**src/rtl/filter.sv**
```systemverilog
// First-order IIR stage on sign-magnitude Q-format samples:
// y[n] = b0*x[n] + b1*x[n-1] - a1*y[n-1], combinational output, registered history.
module filter #(
  parameter int WIDTH = 16,
  parameter int FRAC  = 8
) (
  input  logic             clk,
  input  logic             rst,
  input  logic [WIDTH-1:0] x,
  input  logic [WIDTH-1:0] a1,
  input  logic [WIDTH-1:0] b0,
  input  logic [WIDTH-1:0] b1,
  output logic [WIDTH-1:0] y
);

  localparam int MW = WIDTH - 1;
  localparam int PW = 2 * MW;
  // Three truncated products plus sign and carry headroom never overflow this width.
  localparam int SW = PW - FRAC + 3;

  localparam logic [SW-1:0] MAG_MAX = SW'({MW{1'b1}});

  logic [WIDTH-1:0]     xd;
  logic [WIDTH-1:0]     yd;
  logic signed [SW-1:0] p0;
  logic signed [SW-1:0] p1;
  logic signed [SW-1:0] p2;
  logic signed [SW-1:0] sum;
  logic [SW-1:0]        abs_sum;
  logic [MW-1:0]        mag;
  logic                 neg;

  // Magnitude product truncated toward zero, then signed; a zero magnitude
  // (including negative zero) yields zero regardless of sign bits.
  function automatic logic signed [SW-1:0] sm_mul(input logic [WIDTH-1:0] a,
                                                  input logic [WIDTH-1:0] b);
    logic [PW-1:0] prod;
    logic [SW-1:0] pmag;
    prod = PW'(a[MW-1:0]) * PW'(b[MW-1:0]);
    pmag = SW'(prod >> FRAC);
    if (a[WIDTH-1] ^ b[WIDTH-1])
      return -$signed(pmag);
    else
      return $signed(pmag);
  endfunction

  always_comb begin
    p0      = sm_mul(b0, x);
    p1      = sm_mul(b1, xd);
    p2      = sm_mul(a1, yd);
    sum     = p0 + p1 - p2;
    neg     = sum[SW-1];
    abs_sum = neg ? SW'(-sum) : SW'(sum);
    mag     = '0;
    if (abs_sum > MAG_MAX)
      mag = MAG_MAX[MW-1:0];
    else
      mag = abs_sum[MW-1:0];
    // Sign only set for a nonzero magnitude so 0x8000 is never emitted.
    y = {neg && (mag != '0), mag};
  end

  always_ff @(posedge clk or posedge rst) begin
    if (rst) begin
      xd <= '0;
      yd <= '0;
    end else begin
      xd <= x;
      yd <= y;
    end
  end

endmodule

```
**config.mk**
```make
export PLATFORM = sky130hd
export DESIGN_NAME = filter
export DESIGN_NICKNAME = d
export VERILOG_FILES = /design/src/rtl/filter.sv
export SDC_FILE = /design/constraint.sdc
export NUM_CORES = 2
export LEC_CHECK = 0
export ABC_AREA = 1
export CAP_MARGIN = 15
export CORE_MARGIN = 2
export CORE_UTILIZATION = 50
export CTS_CLUSTER_DIAMETER = 60
export DETAILED_ROUTE_END_ITERATION = 7
export PLACE_DENSITY = 0.67
export SYNTH_ARGS = -nofsm -noshare
export SYNTH_HDL_FRONTEND = slang
export SYNTH_SLANG_ARGS = --single-unit
```
**constraint.sdc**
```tcl
create_clock -name clk -period 54.8 [get_ports clk]
set_input_delay 16.44 -clock clk [delete_from_list [all_inputs] [get_ports clk]]
set_output_delay 16.44 -clock clk [all_outputs]
set_load 0.005 [all_outputs]
```
# Yosys cells after proc, flatten, opt, wreduce, memory -nomap -nowiden
# Index checks and enable logic that the tools add are counted.
# op_classes
add_sub_neg,6
mul,3
n_div,0
magnitude_cmp,1
eq_ne,0
shifts,0
mux,5
bitwise,3
reduce_logical,2
# op_table
op,n
25-bit two-way mux,4
15-bit by 15-bit multiplier with 30-bit output,3
22-bit negator with 25-bit output,3
25-bit adder,1
25-bit by 15-bit > comparator with 1-bit output (second input constant),1
25-bit negator,1
25-bit subtractor,1
15-bit two-way mux,1
15-bit nonzero test,1
1-bit bitwise XOR,3
1-bit logical AND,1
# totals
regBits,32
latch_bits,0
ram_bits,0
mem_bits_ro,0
inputBits,66
output_inout_bits,16
wordCells,22
n_memories,0

# Longest topological paths before layout
# depth
word_depth,11
depth_mapped,60
depth_no_buf,58

# Least setup slack after synthesis
# Ideal clock, no wire load.
# synth_timing
path_kind,input-to-output
startpoint,input b1[13]
endpoint,output y[15]
arrival_ns,25.393
t_required_ns,38.360
setup_slack_ns,12.967
stages,54
n_path_buf,2
cell_sequence,clkbuf_1 -> nand2_1 -> inv_1 -> fa_1 -> inv_1 -> fa_1 -> inv_1 -> fa_1 -> fa_1 -> fa_1 -> inv_1 -> fa_1 -> inv_1 -> ha_1 -> nand2_1 -> inv_1 -> a21oi_1 -> inv_1 -> (+18 left out) -> nand3_1 -> nand3_1 -> nand2_1 -> a21oi_1 -> nor2_1 -> inv_1 -> nand2_1 -> nand2_1 -> clkinv_1 -> nand3_2 -> nand2_4 -> buf_6 -> o21ai_1 -> nand2_1 -> nor2_1 -> nand3_1 -> nor2_1 -> a21oi_1
# synth_between
elab_chain_len,11
# synth_rtl
item,line_no,text
from (decl),12,"input logic [WIDTH-1:0] b1,"
15-bit by 15-bit multiplier with 30-bit output (*),39,prod = PW'(a[MW-1:0]) * PW'(b[MW-1:0]);
22-bit negator with 25-bit output,42,return -$signed(pmag);
25-bit two-way mux (*),41,if (a[WIDTH-1] ^ b[WIDTH-1])
25-bit adder (*),51,sum = p0 + p1 - p2;
25-bit subtractor (*),51,
25-bit negator,53,abs_sum = neg ? SW'(-sum) : SW'(sum);
25-bit two-way mux,53,
25-bit by 15-bit > comparator with 1-bit output,55,if (abs_sum > MAG_MAX)
15-bit two-way mux,55,
15-bit nonzero test,60,"y = {neg && (mag != '0), mag};"
1-bit logical AND (*),60,
to (decl),13,output logic [WIDTH-1:0] y
# Mark *: on every way between the ends. The rest lies on a longest branch, timed or not.

# Worst setup path after layout
# layout_timing
startpoint,input b1[11]
endpoint,output y[15]
# The elaborated chain is that of the path after synthesis.

==> results.yml <==
synthesis:
  syn_inst: 4359
  synth_fp_nets: 5249
  syn_area_per_cell_sq_um: 6.85
  ys_types: 48
  netlist_area_sq_um: 29900
  ys_top_cells_by_area: "fa_1 35%, nand2_1 17%, inv_1 15%, ha_1 13%, dfrtp_1 2.7%"
  synth_top_cell_by_area: "fa_1"
  ys_seq_area_share_pct: 2.68
  synth_top_area_share_pct: 35.0
  yosys_warnings: 0
  synth_seq_cells: 32
worst_setup_path:
  cp_num_cells: 53
  r2r_start: "xd[9]"
  endpoint_kind: "primary output"
  worst-path-max-fanout: 15
  startpoint: "b1[11]"
  arrival_ns: 27.61
  cp_slowest_cell: "clkdlybuf4s50_1"
  reg2regPathDepth: 51
  start_kind: "input port"
  crit_family: "adder cells"
  crit_type: "input port to primary output"
  worstReg2RegEnd: "yd[2]"
  critPathMaxStageDelay_ns: 0.80
  regToRegSetupSlack_ns: 44.06
  crit_buf_inv: 11
  crit_required_ns: 38.36
  critPathCapture: "y[15]"
  crit_top_cell: "nand2_1"
floorplanning:
  rows: 89
  die-area_sq_um: 61700
  die_h_um: 248
  dieWidth_um: 248
  core-area_sq_um: 59000
  start_util_pct: 50.6
  boundaryPins: 82
cells_and_area:
  layout_common_cells: "1330 x nand2_1, 1221 x inv_1, 522 x fa_1"
  synthToLayoutAreaGrowth_pct: 5.22
  layout-drive-gt1-share_pct: 2.96
  fin_cells: 5124
  final_common_cell: "nand2_1"
  nFillCells: 5893
  n_antenna_cell: 0
  fin_nets: 5240
timing:
  fin_tns_setup_ns: 0
  finalMaxSlewViolations: 0
  max_freq_ghz: 0.0227
  whs_ns: 1.95
  maxSlewHeadroom_pct: 42.7
  rsz0062_at_grt: "no"
  hold_viol_final: 0
  clock_skew_ns: 0.0143
  tightest_slew_ns: 0.857
  period_needed_ns: 44.05
  fin_crit_sh_pct: 80.4
  setup_viol: 0
placed_design:
  place_congestion: 0.959
  port_buffers: 81
  dp.cells: 5116
  hpwlAfterDp_um: 64500
cts:
  post-cts-setup-buffer-count: 0
  cts_buffer_depth: 2
  postCtsHoldBufs: 0
  cts.sinks: 32
  htree_levels: 2
  clk_pin_slew_worst_paths_ns: 0.07
  clk_latency_ns: 0.30
  cts_resized: 0
  root_buffer: "clkbuf_16"
  cts_buffers: 5
  cts_tree: "built"
status:
  outcome: "complete, no violations"
drt:
  dr.pass1.iters: 6
  routed_wl_um: 74600
  first_iter_violations: 1503
  wl_per_cell_um: 14.6
  drc: 0
  ant_nets: 0
  via_per_inst: 4.96
  dr_total_vias: 25400
worst_hold_path:
  hold_path.class: "flop to flop"
global_route:
  grt_usage_pct: 25.8
  grt_pass1_wl_um: 129000
  grt_max_degree: 33
  grt_pass1_vias: 26200
  gr-total-overflow: 0
  antenna_found_initial: 0
run:
  maxCapViolations: 0
final cells by class:
cell class	instances	area [sq um]	share of cell area, %
clock buffers	6	129	0.410
clock inverters	2	35.0	0.112
inverters	1254	4710	15.0
multi-input cells	2974	24000	76.2
flip-flops and latches	32	801	2.55
well taps	773	967	3.08
repair buffers	83	826	2.63
layer usage:
layer	GRT usage, %	routed length [um]	vias to the layer above
li1	-	-	12600
met1	35.6	34200	12200
met2	45.2	36200	538
met3	1.33	3010	76
met4	5.29	1190	0
met5	0	0	-
worst min path at each step:
stage           start  endpoint  slack [ns]  depth (start not counted)
6_report       yd[15]     yd[1]        1.95                         10
5_1_grt        yd[15]     yd[1]        2.06                         10
4_1_cts        yd[15]     yd[1]        1.95                         10
3_5_place_dp   yd[15]     yd[1]        1.91                         10
3_3_place_gp   yd[15]     yd[1]        1.92                         10
2_1_floorplan  xd[15]     yd[8]        1.17                         10
kinds of logic after synthesis:
kind of cell / after synthesis / synth area share [%]
and+or+nand+nor: 1850 / 25.6
buffers and inverters: 1353 / 17.1
adders and majority gates: 824 / 47.6
AOI/OAI and AO/OA: 187 / 3.50
xor gates and xnor gates: 113 / 3.44
DFF: 32 / 2.68
registers in the layout, summed over array words and instances, names as in the netlist:
signal / flops
xd: 16
yd: 16
worst reg2reg max path: cells and delay by family (launching register included):
kind	cells	cell delay, ns
xor gates and xnor gates	1	0.17
DFF	1	0.79
and+or+nand+nor	30	4.03
AOI/OAI and AO/OA	3	0.68
buffers and inverters	8	0.60
adders and majority gates	9	4.30
cell usage after synthesis (all sizes together):
cell type and count:
nand2 1365, inv 1251, fa 522, ha 302
nor2 225, nand3 168, a21oi 102, clkbuf 96
xor2 71, o21ai 47, xnor2 42, dfrtp 32
nor3 32, nand4 30, o21bai 19, nand3b 10
nor4 9, a21o 5, a31oi 4, o31ai 4
buf 3, clkinv 3, nor3b 3, or2 3
and2 2, and3 2, o211ai 2, o21a 2
a21boi 1, a41oi 1, nand2b 1
per-stage QoR:
stage	worst slack [ns]	util [%]	area [sq um]
floorplan	12.97	-	29900
global placement	10.96	53.0	31300
detailed placement	10.86	53.0	31300
CTS	10.79	53.2	31400
global route	9.79	53.2	31400
finish	10.75	53.2	31400
Power is left out: the tool's default activity adds up to more than one toggle a clock period on the data nets, which glitch-free logic cannot reach.
